File: config.mk
export PLATFORM = sky130hd
export DESIGN_NAME = decode_stage
export DESIGN_NICKNAME = d
export VERILOG_FILES = /design/src/rtl/decode_stage.sv
export SDC_FILE = /design/constraint.sdc
export NUM_CORES = 1
export LEC_CHECK = 0
export ABC_AREA = 1
export CAP_MARGIN = 20
export CORE_MARGIN = 1
export CORE_UTILIZATION = 45
export CTS_CLUSTER_SIZE = 20
export DETAILED_ROUTE_END_ITERATION = 16
export DONT_BUFFER_PORTS = 1
export PLACE_DENSITY_LB_ADDON = 0.3
export REMOVE_ABC_BUFFERS = 1
export SKIP_LAST_GASP = 1
export SLEW_MARGIN = 15
export SYNTH_ARGS = -nofsm -noshare
export SYNTH_HDL_FRONTEND = slang
export SYNTH_SLANG_ARGS = --single-unit
File: constraint.sdc
create_clock -name clk -period 4.1 [get_ports clk]
set_input_delay 1.23 -clock clk [delete_from_list [all_inputs] [get_ports clk]]
set_output_delay 1.23 -clock clk [all_outputs]
set_load 0.01 [all_outputs]
File: src/rtl/decode_stage.sv
// decode_stage: one-entry RV32I decode slot; instructions are decoded at capture and held in registers.
// Optional register scoreboard (busy bits + RAW stall) is compiled in with DECODE_SCOREBOARD_EN.
module decode_stage (
    input  logic        clk,
    input  logic        reset,
    input  logic        if_valid,
    input  logic [31:0] if_instr,
    input  logic [31:0] if_pc,
    output logic        if_ready,
    output logic        id_valid,
    input  logic        id_ready,
    output logic [4:0]  rs1,
    output logic [4:0]  rs2,
    output logic [4:0]  rd,
    output logic        reg_write,
    output logic [31:0] imm,
    output logic [31:0] id_pc,
    output logic        illegal,
    input  logic        flush,
    input  logic        wb_valid,
    input  logic [4:0]  wb_rd
);

    localparam logic [6:0] OP_LUI    = 7'b0110111;
    localparam logic [6:0] OP_AUIPC  = 7'b0010111;
    localparam logic [6:0] OP_JAL    = 7'b1101111;
    localparam logic [6:0] OP_JALR   = 7'b1100111;
    localparam logic [6:0] OP_BRANCH = 7'b1100011;
    localparam logic [6:0] OP_LOAD   = 7'b0000011;
    localparam logic [6:0] OP_STORE  = 7'b0100011;
    localparam logic [6:0] OP_IMM    = 7'b0010011;
    localparam logic [6:0] OP_OP     = 7'b0110011;

    // Handshakes: a transfer happens on a rising edge where valid && ready on that side.
    // Valid never depends on ready; if_ready depends combinationally on id_ready so a
    // full slot can drain and refill in the same cycle.

    // ------------------------------------------------------------------
    // Combinational decode of the offered instruction
    // ------------------------------------------------------------------
    logic [6:0]  opcode;
    logic [31:0] imm_i;
    logic [31:0] imm_s;
    logic [31:0] imm_b;
    logic [31:0] imm_u;
    logic [31:0] imm_j;
    logic [31:0] dec_imm;
    logic        dec_writes;
    logic        dec_reg_write;
    logic        dec_uses_rs1;
    logic        dec_uses_rs2;
    logic        dec_illegal;

    always_comb begin
        opcode = if_instr[6:0];
        imm_i  = {{20{if_instr[31]}}, if_instr[31:20]};
        imm_s  = {{20{if_instr[31]}}, if_instr[31:25], if_instr[11:7]};
        imm_b  = {{19{if_instr[31]}}, if_instr[31], if_instr[7], if_instr[30:25],
                  if_instr[11:8], 1'b0};
        imm_u  = {if_instr[31:12], 12'h000};
        imm_j  = {{11{if_instr[31]}}, if_instr[31], if_instr[19:12], if_instr[20],
                  if_instr[30:21], 1'b0};

        dec_imm      = 32'h0;
        dec_writes   = 1'b0;
        dec_uses_rs1 = 1'b0;
        dec_uses_rs2 = 1'b0;
        dec_illegal  = 1'b0;

        case (opcode)
            OP_LUI, OP_AUIPC: begin
                dec_imm    = imm_u;
                dec_writes = 1'b1;
            end
            OP_JAL: begin
                dec_imm    = imm_j;
                dec_writes = 1'b1;
            end
            OP_JALR, OP_LOAD, OP_IMM: begin
                dec_imm      = imm_i;
                dec_writes   = 1'b1;
                dec_uses_rs1 = 1'b1;
            end
            OP_BRANCH: begin
                dec_imm      = imm_b;
                dec_uses_rs1 = 1'b1;
                dec_uses_rs2 = 1'b1;
            end
            OP_STORE: begin
                dec_imm      = imm_s;
                dec_uses_rs1 = 1'b1;
                dec_uses_rs2 = 1'b1;
            end
            OP_OP: begin
                dec_writes   = 1'b1;
                dec_uses_rs1 = 1'b1;
                dec_uses_rs2 = 1'b1;
            end
            default: begin
                dec_illegal = 1'b1;
            end
        endcase

        // Writes to x0 are architecturally discarded, so they never claim a register.
        dec_reg_write = dec_writes && (if_instr[11:7] != 5'd0);
    end

    // ------------------------------------------------------------------
    // Slot state and registered decode results
    // ------------------------------------------------------------------
    logic        slot_valid_q, slot_valid_d;
    logic [4:0]  rs1_q, rs1_d;
    logic [4:0]  rs2_q, rs2_d;
    logic [4:0]  rd_q, rd_d;
    logic        reg_write_q, reg_write_d;
    logic [31:0] imm_q, imm_d;
    logic [31:0] id_pc_q, id_pc_d;
    logic        illegal_q, illegal_d;
    logic        uses_rs1_q, uses_rs1_d;
    logic        uses_rs2_q, uses_rs2_d;

    logic        hazard;
    logic        fire;
    logic        accept;

    assign id_valid = slot_valid_q && !hazard;
    assign fire     = id_valid && id_ready;

    always_comb begin
        if_ready = !reset && !flush && (!slot_valid_q || fire);
        accept   = if_valid && if_ready;

        slot_valid_d = slot_valid_q;
        rs1_d        = rs1_q;
        rs2_d        = rs2_q;
        rd_d         = rd_q;
        reg_write_d  = reg_write_q;
        imm_d        = imm_q;
        id_pc_d      = id_pc_q;
        illegal_d    = illegal_q;
        uses_rs1_d   = uses_rs1_q;
        uses_rs2_d   = uses_rs2_q;

        // accept is already blocked during flush, so the ordering here only matters for clarity.
        if (flush) begin
            slot_valid_d = 1'b0;
        end else if (accept) begin
            slot_valid_d = 1'b1;
        end else if (fire) begin
            slot_valid_d = 1'b0;
        end

        if (accept) begin
            rs1_d       = if_instr[19:15];
            rs2_d       = if_instr[24:20];
            rd_d        = if_instr[11:7];
            reg_write_d = dec_reg_write;
            imm_d       = dec_imm;
            id_pc_d     = if_pc;
            illegal_d   = dec_illegal;
            uses_rs1_d  = dec_uses_rs1;
            uses_rs2_d  = dec_uses_rs2;
        end
    end

    always_ff @(posedge clk) begin
        if (reset) begin
            slot_valid_q <= 1'b0;
            rs1_q        <= 5'd0;
            rs2_q        <= 5'd0;
            rd_q         <= 5'd0;
            reg_write_q  <= 1'b0;
            imm_q        <= 32'h0;
            id_pc_q      <= 32'h0;
            illegal_q    <= 1'b0;
            uses_rs1_q   <= 1'b0;
            uses_rs2_q   <= 1'b0;
        end else begin
            slot_valid_q <= slot_valid_d;
            rs1_q        <= rs1_d;
            rs2_q        <= rs2_d;
            rd_q         <= rd_d;
            reg_write_q  <= reg_write_d;
            imm_q        <= imm_d;
            id_pc_q      <= id_pc_d;
            illegal_q    <= illegal_d;
            uses_rs1_q   <= uses_rs1_d;
            uses_rs2_q   <= uses_rs2_d;
        end
    end

    assign rs1       = rs1_q;
    assign rs2       = rs2_q;
    assign rd        = rd_q;
    assign reg_write = reg_write_q;
    assign imm       = imm_q;
    assign id_pc     = id_pc_q;
    assign illegal   = illegal_q;

    // ------------------------------------------------------------------
    // Register scoreboard
    // ------------------------------------------------------------------
`ifdef DECODE_SCOREBOARD_EN
    logic [31:0] busy_q, busy_d;

    always_comb begin
        busy_d = busy_q;
        if (wb_valid) begin
            busy_d[wb_rd] = 1'b0;
        end
        // Issue of a new writer beats a retiring writeback to the same register.
        if (fire && reg_write_q) begin
            busy_d[rd_q] = 1'b1;
        end
        busy_d[0] = 1'b0;
    end

    always_ff @(posedge clk) begin
        if (reset) begin
            busy_q <= 32'h0;
        end else begin
            busy_q <= busy_d;
        end
    end

    // Uses registered busy only: a writeback in this cycle releases the stall next cycle.
    assign hazard = slot_valid_q &&
                    ((uses_rs1_q && busy_q[rs1_q]) || (uses_rs2_q && busy_q[rs2_q]));
`else
    logic unused_sb;

    assign hazard    = 1'b0;
    assign unused_sb = &{1'b0, wb_valid, wb_rd, uses_rs1_q, uses_rs2_q};
`endif

endmodule

==> impl_summary.log <==
[metrics] required time at the endpoint of the critical path: 2.87 ns
[metrics] most common cell after layout, fill and taps aside: sky130_fd_sc_hd__nor2_1
[metrics] # hold bufs at CTS: 0
[metrics] Setup crit start kind: input port
[metrics] worst-case clock buffer depth: 2
[metrics] total wirelength of the detailed-routed design: 8418 µm
[metrics] remaining routing DRC violations: 0
[metrics] Leak: 1.522 nW
[metrics] unrepaired setup endpoints after global routing: false
[metrics] initial antenna violation count: 0
[metrics] violation count after the first detailed-routing iteration: 208
[metrics] logic gate share of total power: 5.7%
[metrics] maximum number of pins on one net before global-route repair: 89
[metrics] H-tree depth: 3
[metrics] Design Power: 0.001496 W
[metrics] pins over their slew limit: 0
[metrics] Final Setup Violations: 0
[metrics] Achievable Freq: 0.3521 GHz
[metrics] outcome: finished, final reports clean
[metrics] top cells by area in the synthesized netlist: sky130_fd_sc_hd__dfxtp_1 (48%), sky130_fd_sc_hd__nor2_1 (11%), sky130_fd_sc_hd__nand2_1 (9.8%)
[metrics] share of final-layout standard cells stronger than drive strength 1: 7.912%
[metrics] Distinct cells, synth: 24
[metrics] cell type contributing the most total cell area after synthesis: sky130_fd_sc_hd__dfxtp_1
[metrics] starting density of the core: 47.09%
[metrics] overall die area: 8025 µm²
[metrics] Fin Clk Skew: 0.005423 ns
[metrics] maximum VDD drop: 242.2 µV
[metrics] count of fill cells added during filler insertion: 721
[metrics] GRT Overall Usage: 20.37%
[metrics] number of antenna diodes: 0
[metrics] first-pass GRT wire length: 12420 µm
[metrics] post-layout minimum cycle time: 2.840 ns
[metrics] detailed-route vias per instance: 5.399
[metrics] setup_tns: 0 ns
[metrics] Ports: 158
[metrics] number of buffers inserted to repair setup after CTS: 0
[metrics] most frequent cells in the layout: sky130_fd_sc_hd__nor2_1 (104), sky130_fd_sc_hd__nand2_1 (90), sky130_fd_sc_hd__dfxtp_1 (82)
[metrics] total congestion overflow after global routing: 0
[metrics] clock tree from TritonCTS: done
[metrics] reported net switching power: 0.0003716 W
[metrics] total count of hold-check failures in the final report: 0
[metrics] switching share of power: 24.84%
[metrics] synthesized instance count: 469
[metrics] fin nets: 527
[metrics] TritonCTS buffer count: 9
[metrics] count of input and output buffers: 0
[metrics] final cycle utilization of the critical path: 69.27%
[metrics] Internal Dissipation: 0.001125 W
[metrics] CTS-repair resized insts: 0
[metrics] Power Dens Cells: 414.9 nW/µm²
[metrics] area of the core: 7331 µm²
[metrics] transition time of the tightest slew-check pin: 0.7873 ns
[metrics] Synth Area per Inst: 7.360 µm²
[metrics] Routed Antenna Nets: 0
[metrics] largest driver fanout on the critical path: 29
[metrics] power share of the clock group: 37.0%
[metrics] P&R area growth vs syn: 4.458%
[metrics] total half-perimeter wirelength after legalization and detailed placement: 5777 µm
[metrics] TritonCTS sink count: 82
[metrics] wire length per cell after detailed routing: 15.19 µm
[metrics] Clock Latency Late Sink: 0.34 ns
[metrics] critical path arrival: 1.61 ns
[metrics] sequential share of power: 57.4%
[metrics] first-pass iteration count of the detailed router: 4
[metrics] Worst Path Class, Setup: input port to output pin
[metrics] sequential-to-total area share from yosys stat: 47.55%
[metrics] clock-pin slew on the worst setup and hold paths: 0.08 ns
[metrics] number of global-route vias before repair: 2610
[metrics] vertical die dimension: 89.59 µm
[metrics] horizontal die dimension: 89.59 µm
[metrics] number of vias in the routed layout: 2991
[metrics] flip-flop and latch count after synthesis: 82
[metrics] path category of the worst min-delay check: flip-flop to flip-flop
[metrics] cell at the root of the clock tree: sky130_fd_sc_hd__clkbuf_8
[metrics] Critical Path Sink Type: output pin
[metrics] final estimated routing congestion in global placement: 0.8704
[metrics] synthesized area: 3452 µm²
[metrics] Slew headroom: 47.32%
[metrics] number of cell rows: 31
[metrics] Yosys warning count: 0
[metrics] area share of the largest cell type after synthesis: 47.55%
[metrics] reported max-cap violation count: 0
kinds of logic after synthesis:
| kind of cell | count (synthesis) | synth area share [%] |
|---|---|---|
| flip-flops | 82 | 47.55 |
| AND/OR/NAND/NOR | 256 | 33.09 |
| buffers and inverters | 41 | 6.089 |
| AO/OA/AOI/OAI | 90 | 13.27 |
flip-flops by register name, summed over array words and instances, names as in the netlist:
name       count
reg_write      1
imm           32
id_pc         32
rd             5
rs2            5
id_valid       1
rs1            5
illegal        1
power groups by stage:
stage,Combinational (W),Sequential (W),Clock [W]
2_1_floorplan,0.0000658,0.000870,0
3_3_place_gp,0.0000821,0.000876,0
3_5_place_dp,0.0000854,0.000876,0
4_1_cts,0.0000851,0.000858,0.000574
5_1_grt,0.0000976,0.000862,0.000598
6_report,0.0000846,0.000858,0.000553
cells in the mapped netlist:
| cell type | instances |
|---|---|
| sky130_fd_sc_hd__a21oi_1 | 32 |
| sky130_fd_sc_hd__a21oi_2 | 2 |
| sky130_fd_sc_hd__buf_2 | 11 |
| sky130_fd_sc_hd__buf_4 | 4 |
| sky130_fd_sc_hd__buf_6 | 3 |
| sky130_fd_sc_hd__clkbuf_1 | 9 |
| sky130_fd_sc_hd__clkbuf_2 | 4 |
| sky130_fd_sc_hd__dfxtp_1 | 82 |
| sky130_fd_sc_hd__inv_1 | 7 |
| sky130_fd_sc_hd__inv_2 | 3 |
| sky130_fd_sc_hd__nand2_1 | 90 |
| sky130_fd_sc_hd__nand2_2 | 3 |
| sky130_fd_sc_hd__nand2_4 | 3 |
| sky130_fd_sc_hd__nand3_1 | 30 |
| sky130_fd_sc_hd__nand3_2 | 1 |
| sky130_fd_sc_hd__nand3b_4 | 1 |
| sky130_fd_sc_hd__nand4_1 | 16 |
| sky130_fd_sc_hd__nor2_1 | 104 |
| sky130_fd_sc_hd__nor2_2 | 2 |
| sky130_fd_sc_hd__nor2_4 | 2 |
| sky130_fd_sc_hd__nor2_8 | 1 |
| sky130_fd_sc_hd__nor3_1 | 2 |
| sky130_fd_sc_hd__nor3_4 | 1 |
| sky130_fd_sc_hd__o21ai_0 | 56 |
final cells by class:
type / count / area, µm² / area share (%)
Inverter: 10 / 37.54 / 1.041
Clock buffer: 9 / 123.9 / 3.435
Timing Repair Buffer: 3 / 22.52 / 0.6246
Clock inverter: 5 / 56.30 / 1.561
Tap cell: 99 / 123.9 / 3.435
Multi-Input combinational cell: 346 / 1600 / 44.38
Sequential cell: 82 / 1642 / 45.52
through the flow:
stage	std cells	hold slack (ns)	setup WS (ns)	utilization (%)	instance area (µm²)
after floorplan	438	0.4839	0.1744	-	3279
after global placement	540	0.4943	1.281	46.73	3426
after detailed placement	540	0.4977	1.249	46.73	3426
after CTS	554	0.5102	1.247	49.19	3606
after global routing	554	0.5281	1.197	49.19	3606
final	554	0.5065	1.260	49.19	3606
per-layer routing:
metal / vias to the layer above / wire length (µm) / track usage (%)
li1: 1501 / - / -
met1: 1352 / 3508 / 23.66
met2: 129 / 4035 / 34.44
met3: 9 / 768 / 7.221
met4: 0 / 105 / 7.792
met5: - / 0 / 0
worst paths after layout:
path                                            start                endpoint  slack (ns)  cells after the start
worst max-delay path                            reset                if_ready        1.26                      3
worst min-delay path             imm[27]$_SDFFE_PP0P_    imm[27]$_SDFFE_PP0P_        0.51                      2
worst max register to register  id_valid$_SDFFE_PP0P_  id_pc[25]$_SDFFE_PP0P_        2.19                      7
worst min register to register   imm[27]$_SDFFE_PP0P_    imm[27]$_SDFFE_PP0P_        0.51                      2
worst max-delay path, stage by stage:
cell	delay, ns
sky130_fd_sc_hd__nor2_1	0.11
sky130_fd_sc_hd__inv_2	0.07
sky130_fd_sc_hd__nor2_1	0.19
Power figures use the tool's default switching activity.
